### src/rtl/bnn_pkg.sv
// Shared types and sizing helpers for the binary-layer sequencer.
// Optional feature macro: BNN_SEQ_INPUT_REUSE_EN.
package bnn_pkg;

  localparam int BYTE_W = 8;

  typedef enum logic [2:0] {
    S_IDLE,
    S_LOAD_IN,
    S_COMPUTE,
    S_COMPARE,
    S_DONE
  } bnn_seq_state_t;

  function automatic int acc_w(input int chunks);
    return $clog2(BYTE_W * chunks + 1);
  endfunction

endpackage

### src/rtl/bnn_xnor_popcount.sv
// Combinational XNOR-popcount of one activation byte against one weight byte.
// Shared by every logical neuron of the layer.
module bnn_xnor_popcount
  import bnn_pkg::*;
(
  input  logic [BYTE_W-1:0] act,
  input  logic [BYTE_W-1:0] wgt,
  output logic [3:0]        pop
);

  logic [BYTE_W-1:0] match;

  always_comb begin
    match = ~(act ^ wgt);
    pop   = '0;
    for (int i = 0; i < BYTE_W; i++) begin
      pop = pop + {3'b000, match[i]};
    end
  end

endmodule

### src/rtl/bnn_layer_sequencer.sv
// Time-multiplexes one XNOR-popcount datapath over NUM_NEURONS neurons.
// Define BNN_SEQ_INPUT_REUSE_EN to add reuse_in (skip LOAD_IN after a pass).
module bnn_layer_sequencer
  import bnn_pkg::*;
#(
  parameter  int NUM_NEURONS = 8,
  parameter  int CHUNKS      = 4,
  localparam int ACC_W       = acc_w(CHUNKS)
) (
  input  logic                   clk,
  input  logic                   rst_n,
  input  logic                   start,
`ifdef BNN_SEQ_INPUT_REUSE_EN
  input  logic                   reuse_in,
`endif
  input  logic [ACC_W-1:0]       thr,
  input  logic [7:0]             in_data,
  input  logic                   in_valid,
  output logic                   in_ready,
  input  logic [7:0]             w_data,
  input  logic                   w_valid,
  output logic                   w_ready,
  output logic                   busy,
  output logic                   done,
  output logic [NUM_NEURONS-1:0] out_bits
);

  localparam int KW = (CHUNKS > 1) ? $clog2(CHUNKS) : 1;
  localparam int NW = (NUM_NEURONS > 1) ? $clog2(NUM_NEURONS) : 1;
  localparam logic [KW-1:0] K_LAST = KW'(CHUNKS - 1);
  localparam logic [NW-1:0] N_LAST = NW'(NUM_NEURONS - 1);

  bnn_seq_state_t          state_q, state_d;
  logic [KW-1:0]           k_q, k_d;
  logic [NW-1:0]           n_q, n_d;
  logic [ACC_W-1:0]        acc_q, acc_d;
  logic [ACC_W-1:0]        thr_q, thr_d;
  logic [7:0]              buf_q [CHUNKS];
  logic [7:0]              buf_d [CHUNKS];
  logic [NUM_NEURONS-1:0]  shadow_q, shadow_d;
  logic [NUM_NEURONS-1:0]  out_q, out_d;
  logic [3:0]              pop;
  logic                    reuse_go;

`ifdef BNN_SEQ_INPUT_REUSE_EN
  logic pass_q, pass_d;
  assign reuse_go = reuse_in & pass_q;
`else
  assign reuse_go = 1'b0;
`endif

  bnn_xnor_popcount u_pop (
    .act (buf_q[k_q]),
    .wgt (w_data),
    .pop (pop)
  );

  assign in_ready = (state_q == S_LOAD_IN);
  assign w_ready  = (state_q == S_COMPUTE);
  assign busy     = (state_q != S_IDLE);
  assign done     = (state_q == S_DONE);
  assign out_bits = out_q;

  always_comb begin
    state_d  = state_q;
    k_d      = k_q;
    n_d      = n_q;
    acc_d    = acc_q;
    thr_d    = thr_q;
    buf_d    = buf_q;
    shadow_d = shadow_q;
    out_d    = out_q;
`ifdef BNN_SEQ_INPUT_REUSE_EN
    pass_d   = pass_q;
`endif
    unique case (state_q)
      S_IDLE: begin
        if (start) begin
          thr_d = thr;
          k_d   = '0;
          n_d   = '0;
          acc_d = '0;
          state_d = reuse_go ? S_COMPUTE : S_LOAD_IN;
        end
      end
      S_LOAD_IN: begin
        if (in_valid) begin
          buf_d[k_q] = in_data;
          if (k_q == K_LAST) begin
            k_d     = '0;
            n_d     = '0;
            acc_d   = '0;
            state_d = S_COMPUTE;
          end else begin
            k_d = k_q + 1'b1;
          end
        end
      end
      S_COMPUTE: begin
        if (w_valid) begin
          acc_d = acc_q + ACC_W'(pop);
          if (k_q == K_LAST) begin
            k_d     = '0;
            state_d = S_COMPARE;
          end else begin
            k_d = k_q + 1'b1;
          end
        end
      end
      S_COMPARE: begin
        shadow_d[n_q] = (acc_q >= thr_q);
        acc_d = '0;
        k_d   = '0;
        if (n_q == N_LAST) begin
          // publish together with the done pulse
          out_d   = shadow_d;
          state_d = S_DONE;
        end else begin
          n_d     = n_q + 1'b1;
          state_d = S_COMPUTE;
        end
      end
      S_DONE: begin
`ifdef BNN_SEQ_INPUT_REUSE_EN
        pass_d  = 1'b1;
`endif
        state_d = S_IDLE;
      end
      default: state_d = S_IDLE;
    endcase
  end

  always_ff @(posedge clk or negedge rst_n) begin
    if (!rst_n) begin
      state_q  <= S_IDLE;
      k_q      <= '0;
      n_q      <= '0;
      acc_q    <= '0;
      thr_q    <= '0;
      shadow_q <= '0;
      out_q    <= '0;
      for (int i = 0; i < CHUNKS; i++) buf_q[i] <= '0;
`ifdef BNN_SEQ_INPUT_REUSE_EN
      pass_q   <= 1'b0;
`endif
    end else begin
      state_q  <= state_d;
      k_q      <= k_d;
      n_q      <= n_d;
      acc_q    <= acc_d;
      thr_q    <= thr_d;
      shadow_q <= shadow_d;
      out_q    <= out_d;
      for (int i = 0; i < CHUNKS; i++) buf_q[i] <= buf_d[i];
`ifdef BNN_SEQ_INPUT_REUSE_EN
      pass_q   <= pass_d;
`endif
    end
  end

endmodule

### config.mk
export PLATFORM = sky130hd
export DESIGN_NAME = bnn_layer_sequencer
export DESIGN_NICKNAME = d
export VERILOG_FILES = /design/src/rtl/bnn_pkg.sv /design/src/rtl/bnn_xnor_popcount.sv /design/src/rtl/bnn_layer_sequencer.sv
export SDC_FILE = /design/constraint.sdc
export NUM_CORES = 1
export LEC_CHECK = 0
export CORE_UTILIZATION = 30
export CTS_CLUSTER_SIZE = 30
export DETAILED_ROUTE_END_ITERATION = 12
export PLACE_DENSITY = 0.51
export RECOVER_POWER = 25
export SLEW_MARGIN = 30
export SYNTH_ARGS = -nofsm -noshare
export SYNTH_HDL_FRONTEND = slang
export SYNTH_SLANG_ARGS = --single-unit
### constraint.sdc
create_clock -name clk -period 14.25 [get_ports clk]
set_input_delay 2.85 -clock clk [delete_from_list [all_inputs] [get_ports clk]]
set_output_delay 2.85 -clock clk [all_outputs]
set_load 0.02 [all_outputs]
==> metrics.csv <==
stage,metric,value,unit
run_status,status,"finished, violations left",
run_status,violations,"max-capacitance violations, max-slew violations",
clock_network,holdBufCountCts,0,
detailed_routing,drtIter0Drc,64,
logic_synthesis,ys.flop_type,dfrtp_1,
detailed_routing,ant_nets,0,
worst_setup_path,cp_num_buf_inv,5,
sta,finalHoldViolations,0,
worst_setup_path,crit_arrival,6850,ps
finish,num-fill-cells,1209,
grt,grtUsageMet2,0.193,
worst_setup_path,worst_path_largest_cell_delay,540,ps
logic_synthesis,synth_edf_count,0,
die,initial_core_util,0.309,
clock_network,clk_pin_slew,50,ps
grt,grt_pass1_vias,2458,
logic_synthesis,synthesis.area,3730,sq um
die,die_x,114,um
pwr,ir_worst_vdd,0.142,mV
grt,grt_util_met1,0.167,
finish,diodes,0,
pwr,power.density,253,nW/um^2
clock_network,clkSinkCount,68,
place,dpl_worst_slack,7230,ps
detailed_routing,drtPass1Iterations,4,
detailed_routing,vias_per_cell,4.59,
worst_setup_path,crit_path_start_kind,primary input,
pwr,leakagePower,2.06,nW
sta,period_needed,6630,ps
clock_network,insertion_delay,340,ps
die,coreArea,12100,sq um
grt,grt_max_degree,69,
job,maxCapViolCount,1,
clock_network,cts_root_buf,clkbuf_16,
place,io_buffers,38,
die,dieHeight,114,um
logic_synthesis,synth_cells,328,
logic_synthesis,ys_top_cells_by_area,"dfrtp_1 46%, mux2_2 12%, ha_1 6.4%",
clock_network,cts_resized,0,
finish,nNetsFinal,415,
worst_setup_path,rrSetupSlack,9170,ps
sta,clock.fmax,151,MHz
die,dieArea,12900,sq um
clock_network,cts-buffers-inserted,9,
logic_synthesis,yosys_register_bits,68,
worst_setup_path,endpoint_kind,flip-flop,
clock_network,clock_path_buffers,2,
worst_setup_path,crit_chain,clkdlybuf4s50_1 > xnor2_1 > ha_1 > inv_1 > fa_1 > fa_1 > inv_1 > fa_1 > inv_1 > fa_1 > inv_1 > ha_1 > a211o_1 > a31oi_1 > nor4_1 > mux2_2,
detailed_routing,drc,0,
sta,skew,5.88,ps
logic_synthesis,yosysWarnings,0,
logic_synthesis,synth.most_common_cell,dfrtp_1,
grt,grt.met3_usage,0.0393,
worst_setup_path,cpMaxStageDelayCell,fa_1,
grt,busiest_layer,met2,
grt,track_usage,0.129,
clock_network,h-tree-depth,3,
die,num_rows,40,
sta,tns,0,ps
place,hpwl,5200,um
worst_hold_path,worstHoldPathType,reg -> reg,
detailed_routing,vias,2462,
clock_network,tritoncts,done,
sta,worst_pin_slew,3750,ps
worst_setup_path,worst-path-max-fanout,2,
clock_network,cts_post_setup_buffers_inserted,0,
worst_setup_path,cp_top_family,adder cells,
sta,layout_setup_ws,7620,ps
sta,finalCritPeriodShare,0.465,
grt,antenna_found_initial,0,
finish,area_growth,22.4,%
grt,grt_first_pass_wirelength,12500,um
logic_synthesis,synth_top_cell_area_share,0.456,
place,place_inst,521,
logic_synthesis,ys_seq_area_frac,0.456,
sta,slew_headroom,-1.50,
sta,drv_slew,69,
detailed_routing,wl_per_cell,13.7,um
logic_synthesis,avgSynthCellArea,11.4,sq um
logic_synthesis,syn_nets,379,
logic_synthesis,yosysTopAreaCell,dfrtp_1,
finish,fin_cells,536,
sta,setup_viol,0,
finish,drive_gt1_frac,0.190,
logic_synthesis,synthTopCellsByCount,"68 x dfrtp_1, 40 x mux2_2, 29 x nand2_1",
logic_synthesis,async_flop_share,1.00,
die,pin_count,39,
sta,rsz0062_at_grt,no,
logic_synthesis,synth_cell_type_count,43,
worst_setup_path,path_class,in -> reg,
grt,globalRouteOverflowTotal,0,
place,gp_congestion,0.712,
detailed_routing,wirelength,7360,um
worst_setup_path,crit_required,14470,ps
[stage by stage]
step / power (mW) / area, sq um / utilization / hold slack, ps
2_1_floorplan: 0.821 / 3730 / - / 459
3_3_place_gp: 0.945 / 4280 / 0.354 / 467
3_5_place_dp: 0.956 / 4280 / 0.354 / 471
4_1_cts: 1.18 / 4570 / 0.379 / 483
5_1_grt: 1.29 / 4560 / 0.378 / 505
6_report: 1.16 / 4560 / 0.378 / 474
[cells by family after synthesis]
group                      Yosys count  share of synthesized area
AOI/OAI and AO/OA                   57                     0.0983
xor gates and xnor gates            11                     0.0258
adders and majority gates           24                     0.0906
buffers and inverters               36                     0.0376
DFF                                 68                      0.456
muxes                               56                      0.191
and+or+nand+nor                     76                      0.100
[final timing paths]
check,from,endpoint,cells past startpoint
worst max register to register,k_q[0],acc_q[5],16
worst min-delay path,out_bits[0],out_bits[0],2
min in group asynchronous,rst_n,out_bits[2],2
worst min register to register,out_bits[0],out_bits[0],2
max in group asynchronous,rst_n,buf_q[11],2
worst max-delay path,w_data[0],acc_q[5],16
[cell usage in the layout, fill, tap and decap left out, drive strengths merged, types with 2 or more instances in the layout]
| cell | instances |
|---|---|
| a21o | 11 |
| nor2b | 6 |
| clkinv | 2 |
| fa | 5 |
| o31ai | 5 |
| a211oi | 5 |
| mux2 | 42 |
| xnor2 | 6 |
| nor3 | 7 |
| a31oi | 2 |
| nor3b | 3 |
| inv | 20 |
| mux2i | 6 |
| nand2 | 29 |
| clkinvlp | 2 |
| clkbuf | 12 |
| dfrtp | 68 |
| nand3 | 3 |
| clkdlybuf4s50 | 37 |
| a21oi | 8 |
| nand2b | 3 |
| mux4 | 8 |
| or3 | 2 |
| a22o | 2 |
| xor2 | 5 |
| or2 | 2 |
| ha | 19 |
| buf | 2 |
| o21ai | 19 |
| nor2 | 14 |
[sequential cells by signal (all words and copies together), names as in the netlist]
register,cells
k_q,2
out_bits,8
n_q,3
thr_q,6
acc_q,6
buf_q,32
state_q,3
shadow_q,8
[per-layer routing]
layer	share of wire	vias up
met3	0.050	13
met1	0.49	1171
li1	-	1235
met4	0.020	0
met2	0.44	43
met5	0	-
[where the power goes]
| part | total, mW | internal, mW | switching, mW |
|---|---|---|---|
| clock network | 0.220 | 0.139 | 0.0809 |
| registers | 0.330 | 0.266 | 0.0639 |
| logic | 0.607 | 0.302 | 0.305 |
[tightest hold or removal path, stage by stage, from the launching register on]
cell     delay, ps
dfrtp_1        330
nand2_1         40
o21ai_0         60
[layout make-up]
cell class	instances	area, sq um	share of cell area
clock buffers	11	243	0.0532
clock inverters	4	50.0	0.0110
inverters	21	78.8	0.0173
multi-input cells	224	1890	0.415
flip-flops and latches	68	1700	0.373
well taps	168	210	0.0461
repair buffers	40	387	0.0847
(Power assumes the default switching activity.)
